==> src/rtl/fwd_scoreboard.sv <==
// Forwarding / load-use hazard scoreboard for the 5-stage pipeline.
// Keeps a shift register of in-flight writer tags (EX..WB), produces a
// per-read-port forward select and a load-use stall, and honours freeze/flush.
// Optional statistics counters: define FWD_SCOREBOARD_STAT_EN.

package fwd_scoreboard_pkg;

    // One in-flight instruction tag
    typedef struct packed {
        logic       valid;
        logic       wr;
        logic       load;
        logic [4:0] rd;
    } tag_t;

endpackage

module fwd_scoreboard
    import fwd_scoreboard_pkg::*;
#(
    parameter int unsigned NPORT    = 2,
    parameter int unsigned NSTAGE   = 3,
    parameter int unsigned LOAD_RDY = 2,
    parameter int unsigned SELW     = 2
) (
    input  logic                    clk,
    input  logic                    rst_n,
    input  logic                    id_valid,
    input  logic                    id_reg_write,
    input  logic                    id_is_load,
    input  logic [4:0]              id_rd,
    input  logic [NPORT*5-1:0]      id_rs,
    input  logic [NPORT-1:0]        id_rs_used,
    input  logic                    mem_stall,
    input  logic                    flush,
    output logic                    stall_id,
    output logic [NPORT*SELW-1:0]   fwd_sel,
    output logic                    ex_tag_valid
`ifdef FWD_SCOREBOARD_STAT_EN
    ,
    output logic [31:0]             stat_stall_cnt,
    output logic [31:0]             stat_fwd_cnt
`endif
);

    localparam int unsigned RW = 5;

    // tag_q[j] holds the tag of pipeline stage j+1 (j=0 is EX)
    tag_t [NSTAGE-1:0]      tag_q;
    logic [NSTAGE-1:0]      writer_c;
    logic [NPORT-1:0]       hazard_c;
    logic [NPORT*SELW-1:0]  fwd_sel_c;
    logic                   stall_c;
    tag_t                   ex_entry_c;

    // Writer qualification: x0 never counts as a destination
    always_comb begin
        writer_c = '0;
        for (int unsigned j = 0; j < NSTAGE; j++) begin
            writer_c[j] = tag_q[j].valid && tag_q[j].wr && (tag_q[j].rd != '0);
        end
    end

    // Youngest-match search per port; scanning oldest to youngest lets younger hits shadow older ones
    always_comb begin
        int unsigned j;
        fwd_sel_c = '0;
        hazard_c  = '0;
        j         = 0;
        for (int unsigned i = 0; i < NPORT; i++) begin
            for (int unsigned n = 0; n < NSTAGE; n++) begin
                j = NSTAGE - 1 - n;
                if (id_rs_used[i] && writer_c[j] && (tag_q[j].rd == id_rs[RW*i +: RW])) begin
                    fwd_sel_c[SELW*i +: SELW] = SELW'(j + 1);
                    hazard_c[i]               = tag_q[j].load && ((j + 1) < LOAD_RDY);
                end
            end
        end
    end

    // Stall only for a live, non-flushed ID instruction
    always_comb begin
        stall_c = id_valid && !flush && (|hazard_c);
    end

    // Entry presented to EX: bubble when stalled, flushed or empty
    always_comb begin
        ex_entry_c = '0;
        if (!(stall_c || flush || !id_valid)) begin
            ex_entry_c.valid = 1'b1;
            ex_entry_c.wr    = id_reg_write;
            ex_entry_c.load  = id_is_load;
            ex_entry_c.rd    = id_rd;
        end
    end

    // Tag shift register; mem_stall freezes every stage
    always_ff @(posedge clk or negedge rst_n) begin
        if (!rst_n) begin
            tag_q <= '0;
        end else if (!mem_stall) begin
            tag_q[0] <= ex_entry_c;
            for (int unsigned j = 1; j < NSTAGE; j++) begin
                tag_q[j] <= tag_q[j-1];
            end
        end
    end

    assign stall_id     = stall_c;
    assign fwd_sel      = fwd_sel_c;
    assign ex_tag_valid = tag_q[0].valid;

`ifdef FWD_SCOREBOARD_STAT_EN
    logic [31:0] stat_stall_q;
    logic [31:0] stat_fwd_q;

    // Saturating counters for stall cycles and forwarding cycles
    always_ff @(posedge clk or negedge rst_n) begin
        if (!rst_n) begin
            stat_stall_q <= '0;
            stat_fwd_q   <= '0;
        end else begin
            if (stall_c && !mem_stall && (stat_stall_q != 32'hFFFF_FFFF)) begin
                stat_stall_q <= stat_stall_q + 32'd1;
            end
            if (!stall_c && !mem_stall && (|fwd_sel_c) && (stat_fwd_q != 32'hFFFF_FFFF)) begin
                stat_fwd_q <= stat_fwd_q + 32'd1;
            end
        end
    end

    assign stat_stall_cnt = stat_stall_q;
    assign stat_fwd_cnt   = stat_fwd_q;
`else
    // No statistics logic in this build
`endif

endmodule

==> config.mk <==
export PLATFORM = sky130hd
export DESIGN_NAME = fwd_scoreboard
export DESIGN_NICKNAME = d
export VERILOG_FILES = /design/src/rtl/fwd_scoreboard.sv
export SDC_FILE = /design/constraint.sdc
export NUM_CORES = 1
export LEC_CHECK = 0
export CORE_AREA = 2 2 55 57
export CTS_CLUSTER_DIAMETER = 120
export DETAILED_ROUTE_END_ITERATION = 6
export DIE_AREA = 0 0 57 59
export GPL_TIMING_DRIVEN = 0
export HOLD_SLACK_MARGIN = 0.02
export PLACE_DENSITY = 0.76
export SYNTH_ARGS = -nofsm -noshare
export SYNTH_HDL_FRONTEND = slang
export SYNTH_SLANG_ARGS = --single-unit
==> constraint.sdc <==
create_clock -name clk -period 3.1 [get_ports clk]
set_input_delay 0.93 -clock clk [delete_from_list [all_inputs] [get_ports clk]]
set_output_delay 0.93 -clock clk [all_outputs]
set_load 0.05 [all_outputs]
==> results.ini <==
[global_routing]
grt_pass1_wl_um=5440
grt_pass1_vias=1159
groute.layer.met3.usage_pct=4.15
grt.met2_usage_pct=36.8
grt.overflow.total=0
grt_usage_pct=21.5
grtUsageMet1_pct=26.7
antenna_found_initial=0
grt_start_max_net_pins=23
top_usage_layer=met2

[critical_path]
crit_family=simple AND/OR/NAND/NOR gates
path_cells=buf_8, xor2_2, nor4_2, nand3_2, a211oi_4, and3b_2, buf_8
cp_num_buf_inv=2
critPathKind=in -> out
cp_max_fo=3
crit_top_cell=buf_8
required_ns=2.17
setup.worst_path.end_class=output port
cp.arrival_ns=2.36
max_stage_delay_ns=0.33
cp_slowest_cell=nor4_2
critPathLaunchType=input port

[die]
row_count=19
dieWidth_um=57
die_h_um=59
core_area_um2=2710
dieArea_um2=3360
ioPinCount=30
start_util_pct=48.2

[route]
firstDrtPassIters=5
drt-initial-drc-count=91
drc_errors=0
vias=1132
routed_wl_um=3530
antenna_left=0
wl_per_cell_um=17.5
routed_via_density=5.60

[power]
swShare_pct=26.4
intPower_uw=532
p_comb_share_pct=22.3
pwr-share-clk_pct=30.2
vdd_drop_max_v=0.000406
leakage_nw=0.784
p_switching_uw=191
seqPwrFrac_pct=47.5
power_density_nw_per_um2=385

[clock_network]
cts_hold_buf=0
clk_latency_ns=0.31
cts.path.max_buffers=2
cts_root_buf=clkbuf_4
clk_pin_slew_ns=0.12
cts.sinks=22
numCtsBuffers=3
cts_tree=built
ctsHtreeMaxLevel=1

[sta]
worst_slew_pin_slew_ns=0.950
finalHoldViolCount=0
rsz0062_at_grt=yes
fin_crit_sh_pct=106
setup_tns_ns=-0.423
worst_clock_skew_ns=0.00369
slew_violations=0
period_needed_ns=3.29
fin_ws_ns=-0.190
setup_violations=4
slew_headroom_pct=36.5
clock.fmax_mhz=304

[logic_synthesis]
synth_top_area_share_pct=42.1
syn_inst=125
synth_cell_type_count=26
syn_nets=149
synth_seq_cells=22
syn_area_um2=1310
yosysSeqAreaShare_pct=42.1
yosys_warnings=0
synth_area_leaders=dfrtp_1 (42%), mux2_2 (12%), xnor2_1 (12%), xor2_1 (8.0%), nand2_1 (4.6%)
avgSynthCellArea_um2=10.5
yosys.area.top_type=dfrtp_1

[final_layout]
final_cell_mix=xnor2_1 (18), dfrtp_1 (18), nand2_1 (16)
area_growth_pct=43.7
final_area_um2=1880
drive_above_1_share_pct=38.6
diodes=0
fin_util_pct=69.3
fin_cells=202
nets=196

[place]
dp.cells=184
hpwl_um=2400
place.gp.congestion=0.836
place_area_um2=1640
port_buffers=28

[hold_path]
holdCritPathClass=reg -> reg

[outcome]
status=finished, violations left
violations=negative setup slack

[run]
maxCapViolCount=0

[state kept, by name (all words and copies together), names as in the netlist]
name,flops
tag_q,21
ex_tag_valid,1
[cell families after synthesis]
family	synth area share, %
compound gates	8.72
xor+xnor	20.1
buf+inv	1.44
flops	42.1
mux	12.1
simple gates	15.5
[power by group through the flow]
| stage | Sequential (mW) | Clock, mW | Combinational (mW) |
|---|---|---|---|
| 4_1_cts | 0.343 | 0.223 | 0.137 |
| 3_5_place_dp | 0.347 | 0 | 0.135 |
| 6_report | 0.343 | 0.218 | 0.161 |
| 2_1_floorplan | 0.339 | 0 | 0.0779 |
| 5_1_grt | 0.347 | 0.231 | 0.174 |
| 3_3_place_gp | 0.346 | 0 | 0.130 |
[worst register-to-register path, cell delays in order, from the launching register on]
cell,delay (ns)
dfrtp_2,0.49
or4_4,0.57
o211ai_4,0.31
a211oi_4,0.09
buf_4,0.14
buf_4,0.15
o21ai_0,0.21
[stage by stage]
stage | hold WS, ns | worst slack, ns | power (mW)
2_1_floorplan | 0.450 | -0.0733 | 0.417
4_1_cts | 0.519 | -0.187 | 0.703
5_1_grt | 0.558 | -0.221 | 0.751
3_3_place_gp | 0.467 | -1.39 | 0.477
6_report | 0.530 | -0.190 | 0.723
3_5_place_dp | 0.497 | -1.42 | 0.482
[cell type report]
cell class / instances / area, um^2
fill: 191 / 833
clock inverter: 1 / 30.0
tap: 31 / 38.8
inverter: 2 / 7.51
buffer: 3 / 11.3
sequential: 22 / 556
timing repair buffer: 42 / 392
multi-input combinational: 98 / 820
clock buffer: 3 / 22.5
[cell usage after synthesis, drive strengths merged]
master and n:
a211oi 1, a21oi 2, a41o 1, and3b 1, clkbuf 3, dfrtp 22
inv 2, mux2 14, nand2 16, nand3 4, nand4 3, nand4b 1
nor2 4, nor3 1, nor3b 1, nor4 3, o211ai 3, o21ai 8
o22ai 1, or3 1, or4 3, xnor2 18, xor2 12
[metal layers]
layer	up-vias	wire (um)
li1	530	-
met1	562	1550
met2	38	1810
met3	2	156
met4	0	19
met5	-	0
[final timing paths]
path / end / cells past startpoint / from / slack [ns]
min: tag_q[22] / 1 / tag_q[22] / 0.53
min reg2reg: tag_q[22] / 1 / tag_q[22] / 0.53
max in group asynchronous: tag_q[9] / 1 / rst_n / 1.33
max reg2reg: tag_q[1] / 6 / tag_q[3] / 1.05
max: stall_id / 7 / id_rs[3] / -0.19
min in group asynchronous: tag_q[12] / 1 / rst_n / 1.13
[repair_timing]
item / in CTS / in global routing
cloned: 0 / 0
gates resized for setup: 78 / 22
endpoints found under the hold margin: 0 / 0
pin swaps: 12 / 11
endpoints found under the setup margin: 5 / 5
buffers inserted: 5 / 9
(Power assumes the default switching activity.)
==> variant (same settings) <==
The parameter `NPORT` goes from 2 to 1.
--- a/src/rtl/fwd_scoreboard.sv
+++ b/src/rtl/fwd_scoreboard.sv
@@ -19,5 +19,5 @@
     import fwd_scoreboard_pkg::*;
 #(
-    parameter int unsigned NPORT    = 2,
+    parameter int unsigned NPORT    = 1,
     parameter int unsigned NSTAGE   = 3,
     parameter int unsigned LOAD_RDY = 2,
Interface: changed (resized fwd_sel, id_rs and id_rs_used); port bits go from 30 to 22. The function was not compared with the original's and may differ.
==> variant against the unedited design <==
- sequential cell count stayed put
- synthesized area is 14% lower
- total power is 8.2% lower
- via count is 28% lower
- cell area is 21% lower
- routed wire length is 38% lower
- worst hold slack worse by 0.0096 ns
- worst setup slack better by 0.25 ns
- largest cell class unchanged
- largest power group unchanged
==> variant: results (changes against the unedited design) <==
- The starting DRC count in detailed routing is 16 (-82%).
- The overall routing resource usage came to 15.0% (-6.5 points).
- The worst slack at placement came to -1.00 ns (+0.414 ns).
- In this run the critical register-to-register path is captured at tag_q[0]$_DFFE_PN0N_.
- The layout cell share with drive strength beyond 1 is 32.3% (-6.3 points).
- The average wire length per cell after detail routing came to 13.7 µm (-22%).
- The global-route track usage on met1 came to 19.7% (-6.9 points).
- The number of library cell types mapped by synthesis was 23 (-12%).
- The total wire length after detailed routing is 2200 µm (-38%).
- The maximum net fanout on the critical path was 6 (+3).
- Sorting the synthesized cells by how often they occur yields sky130_fd_sc_hd__dfrtp_1, sky130_fd_sc_hd__nand2_1, sky130_fd_sc_hd__mux2_2, sky130_fd_sc_hd__xnor2_1, sky130_fd_sc_hd__o21ai_1.
- The slew at the pin closest to its max-slew limit came to 0.949 ns (-0.00151 ns).
- The met3 usage in global routing is 3.06% (-1.1 points).
- The flow ran to the end, and the final reports show no timing, DRC or antenna violations.
- The leakage component of the power is 0.651 nW (-17%).
- The cell area after placement is 1380 µm² (-16%).
- The worst vdd rail ir drop is 0.308 mV (-24%).
- The gate count of the mapped netlist came to 102 (-18%).
- The met2 demand-to-capacity share in global routing is 24.8% (-12 points).
- The global-route wire length before repair is 3870 µm (-29%).
- The number of placed cells counting well taps is 153 (-17%).
- In this run the critical register-to-register path is launched from tag_q[2]$_DFFE_PN0N_.
- The vias per cell is 5.08 (-9.3%).
- Yosys attributes the largest share of cell area to sky130_fd_sc_hd__dfrtp_1, sky130_fd_sc_hd__mux2_2, sky130_fd_sc_hd__xnor2_1.
- The arrival time of data at the critical path endpoint was 2.11 ns (-0.25 ns).
- The number of global-route vias before repair is 821 (-29%).
- The final weighted congestion in routability-driven placement is 0.803 (-3.9%).
- The number of nets in the synthesized netlist was 120 (-19%).
- The sum of net half-perimeters after detailed placement is 1660 µm (-31%).
- The smallest setup slack after layout is 0.0583 ns (+0.248 ns).
- The number of input and output port buffers inserted came to 20 (-29%).
- The setup skew after layout is 0.00120 ns (-0.00249 ns).
- The switching power as a share of total power came to 24.0% (-2.4 points).
- The sequential element share of the synthesized area is 48.7% (+6.6 points).
- The CTS root buffer is sky130_fd_sc_hd__clkbuf_4.
- The count of TritonRoute iterations in the first routing pass is 3 (-2).
- The clock transition at the registers of the reported paths is 0.12 ns (about the same).
- The internal reg-to-reg setup slack is 1.37 ns (+0.32 ns).
variant: how the worst max path moves through the flow:
stage | end | depth (start not counted) | from
6_report | fwd_sel[1] | 6 | id_rs[4]
5_1_grt | fwd_sel[1] | 6 | id_rs[4]
4_1_cts | fwd_sel[1] | 6 | id_rs[1]
3_5_place_dp | stall_id | 6 | id_rs[1]
3_3_place_gp | stall_id | 6 | id_rs[2]
2_1_floorplan | stall_id | 4 | id_rs[2]
variant: logic make-up (layout without fill, tap and decap cells):
family,after synthesis,after routing,synth area share (%)
flops,22,22,48.7
simple gates,37,37,18.6
mux,14,14,14.0
xor+xnor,12,12,9.30
compound gates,13,13,7.97
buf+inv,4,32,1.44
variant: cell type report:
cell class                 instances  area (µm²)
fill                             265        1230
multi-input combinational         76         603
sequential                        22         551
timing repair buffer              24         214
tap                               31        38.8
clock inverter                     1        30.0
clock buffer                       3        22.5
buffer                             3        12.5
inverter                           1        3.75
variant: worst max-delay path, cell delays in order:
cell and delay (ns):
sky130_fd_sc_hd__clkdlybuf4s15_2 0.23, sky130_fd_sc_hd__nor2_2 0.14, sky130_fd_sc_hd__a21oi_4 0.08, sky130_fd_sc_hd__or3_4 0.44, sky130_fd_sc_hd__o21a_1 0.13, sky130_fd_sc_hd__buf_6 0.15
variant: metrics by stage:
step | TNS (ns) | power [mW] | utilization, % | hold slack (ns)
4_1_cts | 0 | 0.667 | 54.1 | 0.528
2_1_floorplan | 0 | 0.401 | - | 0.473
5_1_grt | 0 | 0.697 | 54.4 | 0.541
6_report | 0 | 0.664 | 54.4 | 0.521
3_3_place_gp | -2.89 | 0.443 | 51.0 | 0.490
3_5_place_dp | -2.94 | 0.448 | 51.0 | 0.499
variant: timing repair:
item	4_1_cts	5_1_grt
setup buffers	2	2
setup endpoints to repair	3	3
resized for setup	35	9
pin swaps	5	6
hold buffers	0	0
variant: power groups by stage:
stage	combinational (mW)	sequential (mW)	clock, mW
after CTS	0.114	0.330	0.223
after global routing	0.127	0.334	0.236
after floorplan	0.0681	0.333	0
after detailed placement	0.112	0.336	0
final	0.116	0.330	0.218
after global placement	0.109	0.334	0
variant: per-layer routing:
metal / vias up / share of wire (%)
li1: 417 / -
met1: 380 / 45
met2: 18 / 50
met3: 3 / 4.0
met4: 0 / 1.2
met5: - / 0
